--- src/rtl/scsi_initiator_if.sv ---
// SCSI bus between the initiator (master) and a target (slave).
interface scsi_if;
  logic       scsi_rst;
  logic       scsi_sel;
  logic       scsi_atn;
  logic       scsi_ack;
  logic [7:0] scsi_dout;
  logic       scsi_bsy;
  logic       scsi_msg;
  logic       scsi_cd;
  logic       scsi_io;
  logic       scsi_req;
  logic [7:0] scsi_din;

  modport master (
    output scsi_rst, scsi_sel, scsi_atn, scsi_ack, scsi_dout,
    input  scsi_bsy, scsi_msg, scsi_cd, scsi_io, scsi_req, scsi_din
  );

  modport slave (
    input  scsi_rst, scsi_sel, scsi_atn, scsi_ack, scsi_dout,
    output scsi_bsy, scsi_msg, scsi_cd, scsi_io, scsi_req, scsi_din
  );
endinterface

--- src/rtl/scsi_initiator.sv ---
// SCSI initiator: arbitration-free selection plus single-byte REQ/ACK
// transfers driven by one-cycle host commands. All outputs are registered.
module scsi_initiator #(
  parameter logic [2:0]  HOST_ID     = 3'd7,
  parameter logic [15:0] SEL_TIMEOUT = 16'd1023,
  parameter logic [3:0]  ACK_HOLD    = 4'd4
) (
  input  logic       clk,
  input  logic       reset,
  input  logic       host_bus_rst,
  input  logic       host_sel,
  input  logic [2:0] host_sel_id,
  input  logic       host_atn,
  input  logic       host_wr,
  input  logic [7:0] host_wdata,
  input  logic       host_rd,
  output logic [7:0] host_rdata,
  output logic       host_done,
  output logic       host_err,
  output logic       host_busy,
  output logic [3:0] host_phase,
  scsi_if.master     bus
);

  typedef enum logic [2:0] {IDLE, SEL, CONN, XFER_REQ, XFER_ACK, XFER_REL} state_t;

  state_t      state, state_n;
  logic        sel_q, sel_n;
  logic        ack_q, ack_n;
  logic        rst_q, atn_q;
  logic [7:0]  dout_q, dout_n;
  logic [7:0]  rdata_q, rdata_n;
  logic        done_q, done_n;
  logic        err_q, err_n;
  logic [3:0]  phase_q;
  logic [15:0] tcnt, tcnt_n;
  logic [3:0]  acnt, acnt_n;   // cycles ACK has been high, saturates at ACK_HOLD
  logic        rdop, rdop_n;   // current transfer is a read
  logic        conn_n;

  assign bus.scsi_sel  = sel_q;
  assign bus.scsi_ack  = ack_q;
  assign bus.scsi_rst  = rst_q;
  assign bus.scsi_atn  = atn_q;
  assign bus.scsi_dout = dout_q;
  assign host_rdata    = rdata_q;
  assign host_done     = done_q;
  assign host_err      = err_q;
  assign host_phase    = phase_q;
  assign host_busy     = (state != IDLE) && (state != CONN);
  assign conn_n        = (state_n != IDLE) && (state_n != SEL);

  // Next-state and next-output decode; a bus reset request overrides everything.
  always_comb begin
    state_n = state;
    sel_n   = sel_q;
    ack_n   = ack_q;
    dout_n  = dout_q;
    rdata_n = rdata_q;
    done_n  = 1'b0;
    err_n   = 1'b0;
    tcnt_n  = tcnt;
    acnt_n  = acnt;
    rdop_n  = rdop;
    if (host_bus_rst) begin
      state_n = IDLE;
      sel_n   = 1'b0;
      ack_n   = 1'b0;
      tcnt_n  = 16'd0;
      acnt_n  = 4'd0;
    end else begin
      case (state)
        IDLE: begin
          if (host_sel) begin
            state_n = SEL;
            sel_n   = 1'b1;
            dout_n  = (8'b1 << host_sel_id) | (8'b1 << HOST_ID);
            tcnt_n  = 16'd0;
          end
        end
        SEL: begin
          tcnt_n = tcnt + 16'd1;
          if (bus.scsi_bsy) begin
            state_n = CONN;
            sel_n   = 1'b0;
            done_n  = 1'b1;
          end else if (tcnt == SEL_TIMEOUT) begin
            state_n = IDLE;
            sel_n   = 1'b0;
            err_n   = 1'b1;
          end
        end
        CONN: begin
          if (!bus.scsi_bsy) begin
            state_n = IDLE;
          end else if (host_wr && host_rd) begin
            err_n = 1'b1;
          end else if (host_wr) begin
            if (!bus.scsi_io) begin
              dout_n  = host_wdata;
              rdop_n  = 1'b0;
              state_n = XFER_REQ;
            end else begin
              err_n = 1'b1;
            end
          end else if (host_rd) begin
            if (bus.scsi_io) begin
              rdop_n  = 1'b1;
              state_n = XFER_REQ;
            end else begin
              err_n = 1'b1;
            end
          end
        end
        XFER_REQ: begin
          if (!bus.scsi_bsy) begin
            state_n = IDLE;
            err_n   = 1'b1;
          end else if (bus.scsi_req) begin
            state_n = XFER_ACK;
            ack_n   = 1'b1;
            acnt_n  = 4'd1;
            if (rdop) rdata_n = bus.scsi_din;
          end
        end
        XFER_ACK: begin
          if (acnt < ACK_HOLD) acnt_n = acnt + 4'd1;
          if (!bus.scsi_bsy) begin
            state_n = IDLE;
            ack_n   = 1'b0;
            err_n   = 1'b1;
          end else if (!bus.scsi_req && (acnt >= ACK_HOLD)) begin
            state_n = XFER_REL;
            ack_n   = 1'b0;
          end
        end
        XFER_REL: begin
          done_n  = 1'b1;
          state_n = CONN;
        end
        default: state_n = IDLE;
      endcase
    end
  end

  // State and registered outputs.
  always_ff @(posedge clk) begin
    if (reset) begin
      state   <= IDLE;
      sel_q   <= 1'b0;
      ack_q   <= 1'b0;
      rst_q   <= 1'b0;
      atn_q   <= 1'b0;
      dout_q  <= 8'h00;
      rdata_q <= 8'h00;
      done_q  <= 1'b0;
      err_q   <= 1'b0;
      phase_q <= 4'h0;
      tcnt    <= 16'd0;
      acnt    <= 4'd0;
      rdop    <= 1'b0;
    end else begin
      state   <= state_n;
      sel_q   <= sel_n;
      ack_q   <= ack_n;
      rst_q   <= host_bus_rst;
      atn_q   <= host_atn;
      dout_q  <= dout_n;
      rdata_q <= rdata_n;
      done_q  <= done_n;
      err_q   <= err_n;
      phase_q <= {conn_n, bus.scsi_msg, bus.scsi_cd, bus.scsi_io};
      tcnt    <= tcnt_n;
      acnt    <= acnt_n;
      rdop    <= rdop_n;
    end
  end

endmodule

--- src/flat_wrapper.sv ---
// flat-port wrapper written by rule: the top's interface ports become plain ports
module scsi_initiator_flat 
#(
  parameter logic [2:0]  HOST_ID     = 3'd7,
  parameter logic [15:0] SEL_TIMEOUT = 16'd1023,
  parameter logic [3:0]  ACK_HOLD    = 4'd4
)
  (clk, reset, host_bus_rst, host_sel, host_sel_id, host_atn, host_wr, host_wdata, host_rd, host_rdata, host_done, host_err, host_busy, host_phase, bus_scsi_rst, bus_scsi_sel, bus_scsi_atn, bus_scsi_ack, bus_scsi_dout, bus_scsi_bsy, bus_scsi_msg, bus_scsi_cd, bus_scsi_io, bus_scsi_req, bus_scsi_din);
  scsi_if bus_i ();
  input  logic clk;
  input  logic reset;
  input  logic host_bus_rst;
  input  logic host_sel;
  input  logic [2:0] host_sel_id;
  input  logic host_atn;
  input  logic host_wr;
  input  logic [7:0] host_wdata;
  input  logic host_rd;
  output logic [7:0] host_rdata;
  output logic host_done;
  output logic host_err;
  output logic host_busy;
  output logic [3:0] host_phase;
  output wire logic [$bits(bus_i.scsi_rst)-1:0] bus_scsi_rst;
  output wire logic [$bits(bus_i.scsi_sel)-1:0] bus_scsi_sel;
  output wire logic [$bits(bus_i.scsi_atn)-1:0] bus_scsi_atn;
  output wire logic [$bits(bus_i.scsi_ack)-1:0] bus_scsi_ack;
  output wire logic [$bits(bus_i.scsi_dout)-1:0] bus_scsi_dout;
  input wire logic [$bits(bus_i.scsi_bsy)-1:0] bus_scsi_bsy;
  input wire logic [$bits(bus_i.scsi_msg)-1:0] bus_scsi_msg;
  input wire logic [$bits(bus_i.scsi_cd)-1:0] bus_scsi_cd;
  input wire logic [$bits(bus_i.scsi_io)-1:0] bus_scsi_io;
  input wire logic [$bits(bus_i.scsi_req)-1:0] bus_scsi_req;
  input wire logic [$bits(bus_i.scsi_din)-1:0] bus_scsi_din;
  assign bus_scsi_rst = bus_i.scsi_rst;
  assign bus_scsi_sel = bus_i.scsi_sel;
  assign bus_scsi_atn = bus_i.scsi_atn;
  assign bus_scsi_ack = bus_i.scsi_ack;
  assign bus_scsi_dout = bus_i.scsi_dout;
  assign bus_i.scsi_bsy = bus_scsi_bsy;
  assign bus_i.scsi_msg = bus_scsi_msg;
  assign bus_i.scsi_cd = bus_scsi_cd;
  assign bus_i.scsi_io = bus_scsi_io;
  assign bus_i.scsi_req = bus_scsi_req;
  assign bus_i.scsi_din = bus_scsi_din;
  scsi_initiator #(.HOST_ID(HOST_ID), .SEL_TIMEOUT(SEL_TIMEOUT), .ACK_HOLD(ACK_HOLD)) u_core (.clk(clk), .reset(reset), .host_bus_rst(host_bus_rst), .host_sel(host_sel), .host_sel_id(host_sel_id), .host_atn(host_atn), .host_wr(host_wr), .host_wdata(host_wdata), .host_rd(host_rd), .host_rdata(host_rdata), .host_done(host_done), .host_err(host_err), .host_busy(host_busy), .host_phase(host_phase), .bus(bus_i));
endmodule
--- config.mk ---
export PLATFORM = sky130hd
export DESIGN_NAME = scsi_initiator_flat
export DESIGN_NICKNAME = d
export VERILOG_FILES = /design/src/rtl/scsi_initiator_if.sv /design/src/rtl/scsi_initiator.sv /design/src/flat_wrapper.sv
export SDC_FILE = /design/constraint.sdc
export NUM_CORES = 1
export LEC_CHECK = 0
export ABC_AREA = 1
export CAP_MARGIN = 20
export CORE_ASPECT_RATIO = 1.75
export CORE_MARGIN = 2
export CORE_UTILIZATION = 40
export CTS_BUF_LIST = sky130_fd_sc_hd__clkbuf_16
export CTS_CLUSTER_DIAMETER = 60
export DETAILED_ROUTE_END_ITERATION = 10
export PLACE_DENSITY = 0.66
export SLEW_MARGIN = 20
export SYNTH_ARGS = -nofsm -noshare
export SYNTH_HDL_FRONTEND = slang
export SYNTH_SLANG_ARGS = --single-unit
--- constraint.sdc ---
create_clock -name clk -period 3.8 [get_ports clk]
set_input_delay 1.14 -clock clk [delete_from_list [all_inputs] [get_ports clk]]
set_output_delay 1.14 -clock clk [all_outputs]
set_load 0.02 [all_outputs]
==> flow_metrics.env <==
export IMPL_status="finished clean"
export IMPL_p_leak_nw=1.289
export IMPL_rsz0062_at_grt="false"
export IMPL_hold_class="reg2reg"
export IMPL_required_ns=2.66
export IMPL_diodes=0
export IMPL_tightestPinTransition_ns=0.5158
export IMPL_die_area_mm2=0.006910
export IMPL_io_pins=58
export IMPL_cp_end_kind="primary output"
export IMPL_maxCapViolCount=0
export IMPL_cp_top_family="buffers and inverters"
export IMPL_timing_final_crit_period_ns=2.969
export IMPL_hold_ws_ns=0.4467
export IMPL_synth_edf_count=0
export IMPL_die_x_um=63.70
export IMPL_place_gp_congestion=0.9491
export IMPL_finalCritPeriodShare=0.7812
export IMPL_final_common_cell="nand2_1"
export IMPL_cts_root_buffer_cell="clkbuf_16"
export IMPL_syn_to_final_growth_pct=31.29
export IMPL_synthArstFlopShare=0
export IMPL_die_h_um=108.5
export IMPL_synthSimpleGateAreaFrac=0.3676
export IMPL_ff_latch_area_mm2=0.001001
export IMPL_drt_pass1_iterations=4
export IMPL_final_nets=474
export IMPL_critical_path_max_fanout=16
export IMPL_finalSetupTns_ns=0
export IMPL_num_vias=2543
export IMPL_maxSlewHeadroom=0.6552
export IMPL_cp_common_cell="inv_1"
export IMPL_grt_ovfl_total=0
export IMPL_synth_xor_area_frac=0
export IMPL_synth_main_ff_cell="dfxtp_1"
export IMPL_place_area_mm2=0.003129
export IMPL_cts_clk_slew_worst_paths_ns=0.07
export IMPL_drcViolationCount=0
export IMPL_ir_worst_vdd_mv=0.2743
export IMPL_crit_buf_inv=3
export IMPL_cts_setup_buffers=0
export IMPL_layout_common_cells="92 x nand2_1, 66 x nor2_1, 57 x clkdlybuf4s50_1"
export IMPL_crit_chain="inv_1, nand3_2, nand2_1, inv_1, clkdlybuf4s50_1"
export IMPL_synth_compound_area_share=0.1279
export IMPL_synth_top_family_by_area="simple AND/OR/NAND/NOR gates"
export IMPL_rows=38
export IMPL_synth_fa_ha_area_frac=0.01505
export IMPL_grt_pass1_wl_mm=10.82
export IMPL_avgSynthCellArea_um2=6.497
export IMPL_p_per_area_mw_per_mm2=340.0
export IMPL_hold_viol_final=0
export IMPL_fillers=616
export IMPL_clk_latency_ns=0.29
export IMPL_core_area_mm2=0.006133
export IMPL_crit_type="reg2out"
export IMPL_setup_violations=0
export IMPL_drtIter0Drc=100
export IMPL_multiInputGateArea_mm2=0.001274
export IMPL_grt_usage=0.1934
export IMPL_wl_mm=6.117
export IMPL_drive_gt1_frac=0.05442
export IMPL_synthCells=384
export IMPL_cts_sinks=50
export IMPL_initial_utilization=0.4068
export IMPL_min_from="u_core.acnt[3]"
export IMPL_io_buffers=57
export IMPL_synth_area_mm2=0.002495
export IMPL_yosysSeqAreaShare=0.4012
export IMPL_yosys_warnings=0
export IMPL_r2r_start="u_core.state[1]"
export IMPL_dpl_hpwl_mm=4.703
export IMPL_synth_cell_type_count=25
export IMPL_cts_htree_levels=2
export IMPL_routed_via_density=4.881
export IMPL_postCtsResizedCells=0
export IMPL_utilization=0.5341
export IMPL_ant_nets=0
export IMPL_grt_pass1_vias=2551
export IMPL_hold_buffers=0
export IMPL_cp_arrival_ns=1.83
export IMPL_slew_viol_final=0
export IMPL_antenna_found_initial=0
export IMPL_synthesis_nets=418
export IMPL_clockBufferDepth=2
export IMPL_synthMuxAreaShare=0
export IMPL_grt_max_degree=20
export IMPL_ys_ff_latch=50
export IMPL_fin_worst_skew_ns=0.005479
export IMPL_startpoint_type="register"
export IMPL_critPathLaunch="u_core.state[0]"
export IMPL_numCtsBuffers=5
export IMPL_critPathSlowestCell="clkdlybuf4s50_1"
export IMPL_cts_tree="built"
export IMPL_slowest_delay_ns=0.59
export IMPL_routedWlPerCell_um=11.74
export IMPL_final_area_mm2=0.003276
export IMPL_timing_fmax_mhz=336.9
[area by class of cell]
cell class / instances / area share
Multi-Input combinational cell: 278 / 0.3888
Tap cell: 80 / 0.03056
Clock inverter: 3 / 0.006494
Sequential cell: 50 / 0.3056
Timing Repair Buffer: 58 / 0.1765
Clock buffer: 5 / 0.03820
Inverter: 47 / 0.05386
[Yosys cell counts (2+ instances only)]
library cell	count	area, µm²
a21oi_1	25	125.1
a22oi_1	2	15.01
buf_2	5	25.02
clkbuf_1	2	7.510
dfxtp_1	50	1001
ha_1	3	37.54
inv_1	44	165.2
inv_2	3	11.26
nand2_1	92	345.3
nand2_2	2	12.51
nand3_1	40	200.2
nand4_1	6	37.54
nor2_1	66	247.7
nor2_2	4	25.02
nor2_4	2	22.52
nor3_1	2	10.01
o21ai_0	28	140.1
[metal layers]
layer,wire length (µm),up-vias,part of all wire,track usage
li1,-,1337,-,-
met1,2458,1130,0.40,0.2124
met2,3248,64,0.53,0.3511
met3,291,12,0.048,0.03642
met4,119,0,0.019,0.09472
met5,0,-,0,0
[logic make-up (layout without fill, tap and decap cells)]
group	Yosys count	count (layout)
AND/OR/NAND/NOR	216	216
adder cells (fa/ha/maj)	3	3
AO/OA/AOI/OAI	59	59
buffers and inverters	56	113
flip-flops	50	50
[final timing paths]
| check | end | slack, ns | cells past startpoint |
|---|---|---|---|
| max reg2reg | u_core.bus.scsi_dout[3] | 2.03 | 7 |
| min reg2reg | u_core.acnt[3] | 0.45 | 2 |
| max | host_busy | 0.83 | 5 |
| min | u_core.acnt[3] | 0.45 | 2 |
[where the power goes]
group	internal, mW	total (mW)	switching [mW]
logic	0.0640	0.136	0.0724
clock network	0.244	0.438	0.194
registers	0.534	0.540	0.00547
[flip-flops by register name, indices dropped and copies added (netlist names)]
signal                cells
u_core.state              3
u_core.bus.scsi_atn       1
u_core.bus.scsi_sel       1
u_core.acnt               4
u_core.bus.scsi_dout      8
u_core.bus.scsi_ack       1
u_core.bus.scsi_rst       1
u_core.host_done          1
u_core.host_rdata         8
u_core.host_phase         4
u_core.rdop               1
u_core.host_err           1
u_core.tcnt              16
[worst register-to-register path, stage by stage, from the launching register on]
cell and delay (ns):
dfxtp_1 0.37, nor2_1 0.21, nand3_1 0.42, o21ai_2 0.32, nand2_2 0.12, inv_2 0.13
nor2_1 0.05, nor2_1 0.09
[metrics by stage]
| step | worst slack, ns | instances | power, mW |
|---|---|---|---|
| 4_1_cts | 0.8345 | 521 | 1.125 |
| 3_5_place_dp | 0.8096 | 513 | 0.6883 |
| 2_1_floorplan | 1.674 | 384 | 0.6218 |
| 5_1_grt | 0.6566 | 521 | 1.160 |
| 3_3_place_gp | 0.9288 | 513 | 0.6876 |
| 6_report | 0.8314 | 521 | 1.114 |
Power figures use the tool's default switching activity.
